==> config.mk <==
export PLATFORM = sky130hd
export DESIGN_NAME = vga_timing_gen
export DESIGN_NICKNAME = d
export VERILOG_FILES = /design/src/rtl/vga_timing_gen.sv
export SDC_FILE = /design/constraint.sdc
export NUM_CORES = 1
export LEC_CHECK = 0
export CAP_MARGIN = 10
export CORE_ASPECT_RATIO = 2
export CORE_UTILIZATION = 50
export DETAILED_ROUTE_END_ITERATION = 16
export PLACE_DENSITY = 0.8
export SETUP_SLACK_MARGIN = 0.3
export SLEW_MARGIN = 20
export SYNTH_ARGS = -nofsm -noshare
export SYNTH_HDL_FRONTEND = slang
export SYNTH_SLANG_ARGS = --single-unit
==> constraint.sdc <==
create_clock -name pclk -period 3.9 [get_ports pclk]
set_input_delay 0.78 -clock pclk [delete_from_list [all_inputs] [get_ports pclk]]
set_output_delay 0.78 -clock pclk [all_outputs]
set_load 0.01 [all_outputs]
==> src/rtl/vga_timing_gen.sv <==
// Parametrised VGA timing generator: raw counters, scaled framebuffer address,
// and sync/valid delayed to line up with a framebuffer of PIPE_DLY read latency.
module vga_timing_gen #(
    parameter int HD          = 640,
    parameter int HF          = 16,
    parameter int HS          = 96,
    parameter int HB          = 48,
    parameter int VD          = 480,
    parameter int VF          = 10,
    parameter int VS          = 2,
    parameter int VB          = 33,
    parameter int HSYNC_ACT   = 0,
    parameter int VSYNC_ACT   = 0,
    parameter int CNT_W       = 10,
    parameter int SCALE_SHIFT = 0,
    parameter int FB_W        = HD >> SCALE_SHIFT,
    parameter int ADDR_W      = 19,
    parameter int PIPE_DLY    = 1
) (
    input  logic              pclk,
    input  logic              rst_n,
    input  logic              en,
    output logic [CNT_W-1:0]  h_cnt,
    output logic [CNT_W-1:0]  v_cnt,
    output logic [ADDR_W-1:0] fb_addr,
    output logic              line_start,
    output logic              frame_start,
    output logic              hsync,
    output logic              vsync,
    output logic              valid
);

    localparam int HT = HD + HF + HS + HB;
    localparam int VT = VD + VF + VS + VB;

    if ((2 ** CNT_W) < HT || (2 ** CNT_W) < VT) begin : g_cnt_w_check
        $error("vga_timing_gen: CNT_W too narrow for HT/VT");
    end
    if (PIPE_DLY < 0 || PIPE_DLY > 4) begin : g_dly_check
        $error("vga_timing_gen: PIPE_DLY must be 0..4");
    end

    // Decode limits carry one extra bit so a sync window ending exactly at 2^CNT_W still compares correctly.
    localparam logic [CNT_W-1:0] HT_LAST  = CNT_W'(HT - 1);
    localparam logic [CNT_W-1:0] VT_LAST  = CNT_W'(VT - 1);
    localparam logic [CNT_W:0]   H_ACT    = (CNT_W+1)'(HD);
    localparam logic [CNT_W:0]   V_ACT    = (CNT_W+1)'(VD);
    localparam logic [CNT_W:0]   H_S_BEG  = (CNT_W+1)'(HD + HF);
    localparam logic [CNT_W:0]   H_S_END  = (CNT_W+1)'(HD + HF + HS);
    localparam logic [CNT_W:0]   V_S_BEG  = (CNT_W+1)'(VD + VF);
    localparam logic [CNT_W:0]   V_S_END  = (CNT_W+1)'(VD + VF + VS);
    localparam logic             HS_ON    = 1'(HSYNC_ACT);
    localparam logic             VS_ON    = 1'(VSYNC_ACT);
    localparam logic [2:0]       IDLE     = {~HS_ON, ~VS_ON, 1'b0};

    logic [CNT_W-1:0] h_cnt_q, h_cnt_d;
    logic [CNT_W-1:0] v_cnt_q, v_cnt_d;

    always_comb begin
        h_cnt_d = h_cnt_q;
        v_cnt_d = v_cnt_q;
        if (en) begin
            if (h_cnt_q == HT_LAST) begin
                h_cnt_d = '0;
                v_cnt_d = (v_cnt_q == VT_LAST) ? '0 : v_cnt_q + 1'b1;
            end else begin
                h_cnt_d = h_cnt_q + 1'b1;
            end
        end
    end

    always_ff @(posedge pclk) begin
        if (!rst_n) begin
            h_cnt_q <= '0;
            v_cnt_q <= '0;
        end else begin
            h_cnt_q <= h_cnt_d;
            v_cnt_q <= v_cnt_d;
        end
    end

    logic [CNT_W:0] h_ext, v_ext;
    logic           act, hs0, vs0;
    logic [2:0]     stage0;

    assign h_ext  = {1'b0, h_cnt_q};
    assign v_ext  = {1'b0, v_cnt_q};
    assign act    = (h_ext < H_ACT) && (v_ext < V_ACT);
    assign hs0    = (h_ext >= H_S_BEG && h_ext < H_S_END) ? HS_ON : ~HS_ON;
    assign vs0    = (v_ext >= V_S_BEG && v_ext < V_S_END) ? VS_ON : ~VS_ON;
    assign stage0 = {hs0, vs0, act};

    // Modular arithmetic: truncating each term first gives the same low ADDR_W bits.
    logic [ADDR_W-1:0] addr_calc;
    assign addr_calc = ADDR_W'(h_cnt_q >> SCALE_SHIFT)
                     + ADDR_W'(FB_W) * ADDR_W'(v_cnt_q >> SCALE_SHIFT);

    assign h_cnt       = h_cnt_q;
    assign v_cnt       = v_cnt_q;
    assign fb_addr     = act ? addr_calc : '0;
    assign line_start  = (h_cnt_q == '0);
    assign frame_start = (h_cnt_q == '0) && (v_cnt_q == '0);

    if (PIPE_DLY == 0) begin : g_nodly
        assign {hsync, vsync, valid} = stage0;
    end else begin : g_dly
        logic [2:0] pipe_q [PIPE_DLY];

        always_ff @(posedge pclk) begin
            if (!rst_n) begin
                for (int i = 0; i < PIPE_DLY; i++) begin
                    pipe_q[i] <= IDLE;
                end
            end else if (en) begin
                pipe_q[0] <= stage0;
                for (int i = 1; i < PIPE_DLY; i++) begin
                    pipe_q[i] <= pipe_q[i-1];
                end
            end
        end

        assign {hsync, vsync, valid} = pipe_q[PIPE_DLY-1];
    end

endmodule
==> summary by stage <==
Layout
The core utilization of the finished layout is 0.757. The finished layout holds 360 standard cells, fillers aside. The layout has ~300 filler cells. The final layout contains about 340 nets. Of the cells placed in the final design, the portion with a size suffix greater than 1 is 0.230.

The synthesis-to-layout area growth is 46.4%. The repair_antennas step left the layout with diodes totalling 0. The area occupied by registers is 500 um^2.

The final cell area excluding filler cells is approximately 2900 um^2. The area used by multi-input combinational logic is about 1600 um^2.

Route
In the final routed layout, each cell accounts on average for roughly 17 um. The first detailed-routing pass took 4 iterations. The final wirelength is 6000 um.

The first routing iteration left a little over 60 violations. The mean number of vias per cell is 5.77. The count of unresolved DRC violations after routing is 0. For this block, the via count after detailed routing is slightly above 2000.

The remaining number of nets flagged by the antenna check after routing is 0.

Worst setup path
STA puts the critical path data required time at 3.12 ns. The type of the worst setup path is reg2out. In this run the worst setup path begins at v_cnt[6]. The worst reg2reg path depth is 5. The worst path arrival time is approximately 2.9 ns. The capturing element of the worst setup path is fb_addr[18]. The maximum net fanout on the critical path is 9.

The endpoint identified for the worst register-to-register timing path is v_cnt[3]. The internal reg-to-reg setup slack is approximately 1.6 ns. The start of the worst register-to-register path is h_cnt[0]. The category of the worst setup path launch point is a register. STA classifies the critical path endpoint as a primary output.

Synth
The share of synthesized area in the top cell type comes to 0.201. The cell accounting for the most synthesized area is dfxtp_1. By area the synthesized netlist is led by dfxtp_1 20%, ha_1 14%, nor2_1 7.2%, xor2_1 6.2%, xnor2_1 5.7%. Yosys mapped a number of flops with a built-in enable equal to 3. The cell area that synthesis handed to floorplanning was 1990 um^2. The number of register bits inferred by synthesis is 23.

The share of async-settable or async-resettable flops after synthesis is 0. The most used flip-flop cell after synthesis is dfxtp_1. Synthesis instantiated 52 different standard cells from the library. Among all cell types in the netlist, the one instantiated most often is nor2_1. For this run, the register share of the synthesized area comes to 0.247. The number of warning messages in the yosys log is 0. Sorting the synthesized cells by how often they occur yields 38 x nor2_1, 23 x ha_1, 20 x dfxtp_1. After technology mapping, the gate count stands at about 240. The post-synthesis net count is between 200 and 300. Dividing the synthesized area by the synthesized cell count gives around 8.4 um^2.

Floorplanning
The die is between 40 and 50 um wide. The die outline area is about 4300 um^2. From bottom edge to top edge, the die measures roughly 90 um.

After floorplanning, the core was divided into 32 placement rows. For this design the top-level I/O count stands at 47. The area of the core region is about 3800 um^2. The starting density of the core is 0.518.

Clock tree
In this run the deepest clock path goes through 2 buffers. The hold-fix buffer count after cts is 0. Clock-pin slew was measured on the worst setup and hold paths at 0.09 ns. The TritonCTS clock tree is built. For the worst-skew pair, the clock arrives at the later sink with an insertion delay of approximately 0.28 ns. The number of clock buffers added by TritonCTS is 3. The clock net in this run drives a total of 23 sinks. CTS built an H-tree with a depth of 1. The tree is rooted in a clkbuf_8.

Timing
Setup repair after global routing could not meet its margin everywhere. The worst pin sits at a relative slew slack of 0.454. The number of pins with negative max-slew slack in the final report was 0.

Clock skew on the completed layout was measured at 0.00719 ns. In the finished design, the share of the clock period the worst path needs comes to 0.932. The achievable frequency is about 280 MHz. Hold timing on the final database bottoms out at a slack of 0.599 ns. At the pin with the least slew margin, the transition time is approximately 0.8 ns. Setup violations remaining at the end of the flow were counted as 0.

Once routing completed, OpenROAD measured the worst setup slack at 0.265 ns. The final number of hold-violating endpoints was 0. The smallest clock period supported by the final layout is computed as 3.64 ns.

Place
The count of port buffers added during placement is between 40 and 50. The routability congestion estimate is approximately 0.82. The worst setup timing slack at the placement stage is -0.0629 ns. The HPWL after detailed placement is ~4200 um.

Counting tap cells, the placed design contains a total of 351 instances. The post-place instance area is around 2600 um^2.

Global routing
The total overflow reported by the global router is 0. Entering global routing, the biggest net connects 14 pins. The via count of the first global-routing pass is 1969. The global-route wire length before repair is about 9000 um. The initial antenna violation count is 0.

The total routing resource utilization after global routing is 0.281.

Pwr
Of the total power, combinational logic draws 0.095. The internal power of the cells totals roughly 0.34 mW. Summed over all cells, the static leakage comes to 1.18 nW.

The analysis attributes to net switching a power of around 0.11 mW. Dividing total power by cell area gives a power density of 152 nW/um^2. Of the total power, registers draw 0.556.

The switching part of the total is 0.238. The maximum vdd drop is approximately 0.17 mV. The share of total power dissipated in the clock network is 0.349.

Flow run
The max capacitance violation total is 0.

Hold path
The classification of the worst-slack hold path is reg2reg.

Outcome
The flow ran to the end, and the final reports show no timing, DRC or antenna violations.
## per-layer routing
layer / track usage / share of wire / wire length, um
met1: 0.282 / 0.35 / 2100
met4: 0.130 / 0.027 / 160
met2: 0.519 / 0.58 / 3490
met3: 0.0298 / 0.041 / 245
met5: 0 / 0 / 0
## final cells by class
cell class | count | share of cell area
well taps | 51 | 0.0219
repair buffers | 72 | 0.222
flip-flops and latches | 23 | 0.172
inverters | 7 | 0.00902
clock inverters | 1 | 0.00172
clock buffers | 3 | 0.0142
multi-input cells | 203 | 0.559
## state kept, by name (all words and copies together) (netlist names)
name          count
g_dly.pipe_q      3
h_cnt            10
v_cnt            10
## worst min-delay path by stage
stage / start / to / slack, ns / cells after the start
6_report: h_cnt[1] / h_cnt[1] / 0.60 / 2
5_1_grt: h_cnt[0] / h_cnt[0] / 0.66 / 2
3_5_place_dp: h_cnt[1] / h_cnt[1] / 0.59 / 2
2_1_floorplan: v_cnt[3] / v_cnt[3] / 0.53 / 2
3_3_place_gp: h_cnt[1] / h_cnt[1] / 0.58 / 2
4_1_cts: h_cnt[1] / h_cnt[1] / 0.61 / 2
## worst max-delay path: stages, from the launching register on
cell and delay, ns:
dfxtp_2 0.36, ha_1 0.30, ha_2 0.42, nor3b_1 0.25
o21ai_0 0.14, or3b_4 0.29, nand2_2 0.05, or4_1 0.50
a21oi_1 0.13, buf_2 0.15
## repair_timing
action                                  in CTS  in global routing
buffers inserted                             3                  2
resized for setup                           32                 23
endpoints found under the setup margin       7                  6
endpoints found under the hold margin        0                  0
pin swaps                                   11                  9
## cell families after synthesis
group           Yosys count  share of synthesized area
simple gates            118                      0.320
flops                    23                      0.247
fa+ha+maj                25                      0.165
xor+xnor                 28                      0.127
compound gates           29                     0.0987
mux                       3                     0.0151
buf+inv                  12                     0.0277
## layout by cell type (no fill, tap or decap), types with 5 or more instances in the layout
cell type	instances
and2_1	10
dfxtp_2	5
dfxtp_1	14
ha_1	13
inv_1	7
nand2_1	13
a21oi_1	6
buf_4	24
nor2_1	36
nor2b_1	5
nor3_1	9
xnor2_1	13
clkdlybuf4s50_1	40
xor2_1	13
o21ai_0	5
ha_4	6
nand3_1	10
nand4_1	5
## metrics by stage
step           TNS [ns]  total power [mW]
6_report              0             0.442
3_3_place_gp          0             0.293
3_5_place_dp    -0.0716             0.294
2_1_floorplan         0             0.271
4_1_cts               0             0.442
5_1_grt               0             0.457
## power by group through the flow
stage / Combinational [mW] / Sequential, mW / Clock, mW
after floorplan: 0.0176 / 0.254 / 0
after global placement: 0.0412 / 0.252 / 0
after detailed placement: 0.0413 / 0.252 / 0
after CTS: 0.0418 / 0.246 / 0.154
after global routing: 0.0440 / 0.247 / 0.166
final: 0.0418 / 0.246 / 0.154
(Power assumes the default switching activity.)
